`config.mk`:
```
export PLATFORM = sky130hd
export DESIGN_NAME = regfile_wb_arbiter
export DESIGN_NICKNAME = d
export VERILOG_FILES = /design/src/rtl/mips_pkg.sv /design/src/rtl/wb_scoreboard.sv /design/src/rtl/regfile_wb_arbiter.sv
export SDC_FILE = /design/constraint.sdc
export NUM_CORES = 1
export LEC_CHECK = 0
export CAP_MARGIN = 30
export CORE_MARGIN = 3
export CORE_UTILIZATION = 40
export CTS_CLUSTER_DIAMETER = 120
export DETAILED_ROUTE_END_ITERATION = 8
export DONT_BUFFER_PORTS = 1
export SYNTH_ARGS = -nofsm -noshare
export SYNTH_HDL_FRONTEND = slang
export SYNTH_SLANG_ARGS = --single-unit
```
`constraint.sdc`:
```
create_clock -name clk -period 8.7 [get_ports clk]
set_input_delay 2.61 -clock clk [delete_from_list [all_inputs] [get_ports clk]]
set_output_delay 2.61 -clock clk [all_outputs]
set_load 0.01 [all_outputs]
```
`src/rtl/mips_pkg.sv`:
```
// Shared register-file parameters used by the writeback arbiter and its scoreboard.
package mips_pkg;
  localparam int WIDTH    = 32;
  localparam int REGBITS  = 5;
  localparam int ZERO_REG = 0;
  localparam int STARVE   = 4;
endpackage

```
`src/rtl/wb_scoreboard.sv`:
```
// Pending-write mask for multi-cycle (port B) results, reserved at issue and
// cleared when the B writeback is accepted; flags stale reads.
module wb_scoreboard
  import mips_pkg::*;
#(
  parameter int REGBITS = mips_pkg::REGBITS
) (
  input  logic               clk,
  input  logic               reset,
  input  logic               rsv_valid,
  output logic               rsv_ready,
  input  logic [REGBITS-1:0] rsv_wa,
  input  logic               b_accept,
  input  logic [REGBITS-1:0] b_wa,
  input  logic               regwrite,
  input  logic [REGBITS-1:0] wa,
  input  logic [REGBITS-1:0] ra1,
  input  logic [REGBITS-1:0] ra2,
  output logic               hazard1,
  output logic               hazard2
);
  localparam int NREG = 1 << REGBITS;
  localparam logic [REGBITS-1:0] ZERO = REGBITS'(ZERO_REG);

  logic [NREG-1:0] pending;
  logic [NREG-1:0] pending_next;

  assign rsv_ready = rsv_valid & ((rsv_wa == ZERO) | ~pending[rsv_wa]);

  // Clear first, then set: a fresh reservation outlives a same-edge B retire.
  always_comb begin
    pending_next = pending;
    if (b_accept) pending_next[b_wa] = 1'b0;
    if (rsv_ready && (rsv_wa != ZERO)) pending_next[rsv_wa] = 1'b1;
  end

  always_ff @(posedge clk) begin
    if (reset) pending <= '0;
    else       pending <= pending_next;
  end

  // The in-flight output write is stale for one more cycle until the file commits it.
  assign hazard1 = (ra1 != ZERO) & (pending[ra1] | (regwrite & (wa == ra1)));
  assign hazard2 = (ra2 != ZERO) & (pending[ra2] | (regwrite & (wa == ra2)));
endmodule

```
`src/rtl/regfile_wb_arbiter.sv`:
```
// Arbitrates the single register-file write port between the pipeline (A) and
// the multi-cycle unit (B), with a starvation counter guaranteeing B progress.
module regfile_wb_arbiter
  import mips_pkg::*;
#(
  parameter int WIDTH   = mips_pkg::WIDTH,
  parameter int REGBITS = mips_pkg::REGBITS,
  parameter int STARVE  = mips_pkg::STARVE
) (
  input  logic               clk,
  input  logic               reset,
  input  logic               a_valid,
  output logic               a_ready,
  input  logic [REGBITS-1:0] a_wa,
  input  logic [WIDTH-1:0]   a_wd,
  input  logic               b_valid,
  output logic               b_ready,
  input  logic [REGBITS-1:0] b_wa,
  input  logic [WIDTH-1:0]   b_wd,
  input  logic               rsv_valid,
  output logic               rsv_ready,
  input  logic [REGBITS-1:0] rsv_wa,
  input  logic [REGBITS-1:0] ra1,
  input  logic [REGBITS-1:0] ra2,
  output logic               hazard1,
  output logic               hazard2,
  output logic               regwrite,
  output logic [REGBITS-1:0] wa,
  output logic [WIDTH-1:0]   wd
);
  localparam logic [3:0]         STARVE_MAX = 4'(STARVE);
  localparam logic [REGBITS-1:0] ZERO       = REGBITS'(ZERO_REG);

  logic [3:0] starve_cnt;
  logic       force_b;

  // Handshake (A, B, reservation): a transfer happens at a rising edge where
  // valid & ready; valid holds with stable payload until accepted, and ready
  // is a combinational function of valid and current state.
  assign force_b = (starve_cnt == STARVE_MAX);
  assign b_ready = b_valid & (~a_valid | force_b);
  assign a_ready = a_valid & ~(force_b & b_valid);

  always_ff @(posedge clk) begin
    if (reset)                   starve_cnt <= '0;
    else if (~b_valid | b_ready) starve_cnt <= '0;
    else if (!force_b)           starve_cnt <= starve_cnt + 4'd1;
  end

  // Register-0 writes complete the handshake but never assert the enable.
  always_ff @(posedge clk) begin
    if (reset) begin
      regwrite <= 1'b0;
      wa       <= '0;
      wd       <= '0;
    end else if (a_ready) begin
      regwrite <= (a_wa != ZERO);
      wa       <= a_wa;
      wd       <= a_wd;
    end else if (b_ready) begin
      regwrite <= (b_wa != ZERO);
      wa       <= b_wa;
      wd       <= b_wd;
    end else begin
      regwrite <= 1'b0;
    end
  end

  wb_scoreboard #(.REGBITS(REGBITS)) u_scoreboard (
    .clk       (clk),
    .reset     (reset),
    .rsv_valid (rsv_valid),
    .rsv_ready (rsv_ready),
    .rsv_wa    (rsv_wa),
    .b_accept  (b_ready),
    .b_wa      (b_wa),
    .regwrite  (regwrite),
    .wa        (wa),
    .ra1       (ra1),
    .ra2       (ra2),
    .hazard1   (hazard1),
    .hazard2   (hazard2)
  );
endmodule
```
==> summary.md <==
| Metric | Value |
|---|---|
| Status | `finished, final reports clean` |
| CTS sink count | `74` |
| Deepest clock path buffer count | `2` |
| MaxCap Viol Count | `0` |
| Worst Setup End Kind | `output port` |
| # rows | `37` |
| Vias in the first global route | `3,791` |
| Syn_nets | `633` |
| CTS resizes | `0` |
| Cell taking the most area after synthesis | `dfxtp_1` |
| Register area share after synthesis | `33.6%` |
| Later-pin clock latency in the skew report | `0.36 ns` |
| Final Hold Fails | `0` |
| Nets | `604` |
| Ys async rst share | `0%` |
| Die W | `111 um` |
| DP Wirelength | `9.69 mm` |
| Slew headroom | `35.1%` |
| Clk slew on worst S/H paths | `0.09 ns` |
| Die Height | `111 um` |
| Worst path slowest cell | `and4_1` |
| Port Buf Inserts | `0` |
| Per-cell routed wire length | `20.3 um` |
| Tcrit/Tclk final | `76.7%` |
| Syn avg cell area | `8.20 um^2` |
| Post-route insts no fill | `649` |
| DRC Markers | `0` |
| First DRT Iteration DRCs | `421` |
| Pwr Density | `158 mW/mm^2` |
| Final antenna-violating net count | `0` |
| Initial Util | `41.9%` |
| Syn Std Cell Area | `0.00440 mm^2` |
| Total CTS buffers | `9` |
| Worst path max stage delay | `0.59 ns` |
| WS Path Type | `primary input to output port` |
| Core area | `0.0105 mm^2` |
| CP Cell Sequence | `or2_2, o221ai_1, and4_1, nor3_1, o21a_1` |
| Remaining Overflow, GRT | `0` |
| # IOs | `137` |
| Synth Register Bits | `74` |
| Total number of vias | `4,022` |
| Worst Setup Start Kind | `primary input` |
| First-pass GRT wire length | `20.9 mm` |
| # placed instances | `633` |
| Reg2reg path depth | `6` |
| DRT Pass-1 Iters | `5` |
| Cells after Synth | `537` |
| Root Driver | `clkbuf_8` |
| Post-synth cell types | `48` |
| Ys flop type | `dfxtp_1` |
| Min Tclk post-route | `6.67 ns` |
| Synth-to-layout area growth | `4.66%` |
| Final Skew | `0.0139 ns` |
| GRT Total Usage | `20.9%` |
| Die area | `0.0123 mm^2` |
| Required @ worst endpoint | `6.09 ns` |
| Worst Path Max Fanout | `17` |
| GP Congestion | `0.995` |
| Commonest cells in the synthesized netlist | `124 x nand2_1, 74 x dfxtp_1, 65 x nor2_1, 38 x a311oi_1` |
| Hold path cells | `1` |
| Max VDD drop | `0.0791 mV` |
| Maximum operating frequency | `150 MHz` |
| N_diodes | `0` |
| Arr. time, crit path | `4.06 ns` |
| Final wirelength | `13.2 mm` |
| Synth warnings | `0` |
| Initial antenna violation count | `0` |
| Largest net degree at the start of global routing | `75` |
| Worst Tran Pin Value | `0.973 ns` |
| Share of layout cells above drive strength 1 | `8.19%` |
| Unrepaired setup endpoints after global routing | `no` |
| Yosys top cell area share | `33.6%` |
| Hold WC Path Type | `register to register` |
| Top-count cell post-synth | `nand2_1` |
| Final Max Tran Viols | `0` |
| Leakage | `0.00166 uW` |
| Post-cts hold buffer count | `0` |
| Setup violators final | `0` |
| Setup Buffers After CTS | `0` |
| Setup TNS | `0 ns` |
| Number of synthesized flops with an enable pin | `0` |
| Area contributors post-synth | `dfxtp_1 34%, nand2_1 11%, a311oi_1 7.6%` |
| Vias per cell | `6.20` |
| H-tree depth | `3` |
| CTS tree | `built` |
critical path, delay by kind of cell:
family             cells  cell delay (ns)
AOI/OAI and AO/OA      2             0.42
and+or+nand+nor        3             1.03
layout by cell type (no fill, tap or decap), types with 2 or more instances in the layout:
cell,n
buf_4,2
o21ai_0,24
xnor2_1,3
a311oi_1,38
o221a_2,2
o311ai_0,3
ha_1,2
o221ai_1,4
or2_2,2
xor2_1,9
nand4_1,2
nand2_1,124
a32o_1,3
nor2_1,65
o211ai_1,16
nor3_1,2
or3b_2,2
inv_1,7
clkinv_4,3
nand2b_1,10
nor4_1,3
dfxtp_1,74
mux2i_1,25
mux4_2,11
mux4_1,4
a21oi_1,6
nand3_1,21
nor2b_1,5
a2111oi_2,2
clkbuf_8,9
or4_1,2
nand3b_1,7
or3_1,2
logic make-up (layout without fill, tap and decap cells):
group                      after synthesis  in the layout  share of synthesized area [%]
AOI/OAI and AO/OA                      108            108                           19.2
DFF                                     74             74                           33.6
adders and majority gates                2              2                          0.568
buffers and inverters                   50             26                           5.43
xor gates and xnor gates                12             12                           2.39
and+or+nand+nor                        251            251                           25.1
muxes                                   40             40                           13.7
power breakdown:
group | internal (uW) | switching (uW)
Sequential | 354 | 20.9
Clock | 134 | 143
Combinational | 33.0 | 41.0
layer usage:
layer,track usage (%),part of all wire (%),up-vias
met5,0,0,-
met4,6.24,1.8,0
met3,6.00,9.1,20
met2,32.5,47,202
met1,28.1,42,1909
li1,-,-,1891
through the flow:
step / utilization, % / hold slack [ns] / total power, uW / instance area (um^2) / setup WS (ns)
after floorplan: - / 0.430 / 454 / 4400 / 2.15
after global routing: 43.9 / 0.517 / 755 / 4610 / 1.90
final: 43.9 / 0.481 / 726 / 4610 / 2.03
after CTS: 43.9 / 0.479 / 728 / 4610 / 2.04
after global placement: 41.7 / 0.449 / 454 / 4380 / 2.03
after detailed placement: 41.9 / 0.456 / 458 / 4410 / 2.04
sequential cells by signal (all words and copies together), names as in the netlist:
register and flops:
u_scoreboard.pending 32, wd 32, wa 5, starve_cnt 4
regwrite 1
final cells by class:
cell class / instances / area, um^2
Fill cell: 1000 / 5900
Multi-Input combinational cell: 413 / 2690
Sequential cell: 74 / 1480
Tap cell: 136 / 170
Clock buffer: 9 / 124
Clock inverter: 7 / 77.6
Timing Repair Buffer: 3 / 42.5
Inverter: 7 / 26.3
worst paths after layout:
kind	startpoint	end	slack [ns]
worst min register to register	starve_cnt[0]$_SDFFE_PP0N_	starve_cnt[0]$_SDFFE_PP0N_	0.48
worst min-delay path	starve_cnt[0]$_SDFFE_PP0N_	starve_cnt[0]$_SDFFE_PP0N_	0.48
worst max-delay path	rsv_wa[0]	rsv_ready	2.03
worst max register to register	starve_cnt[0]$_SDFFE_PP0N_	u_scoreboard.pending[17]$_SDFF_PP0_	6.51
Note: power is estimated with default switching activity, not from simulation.
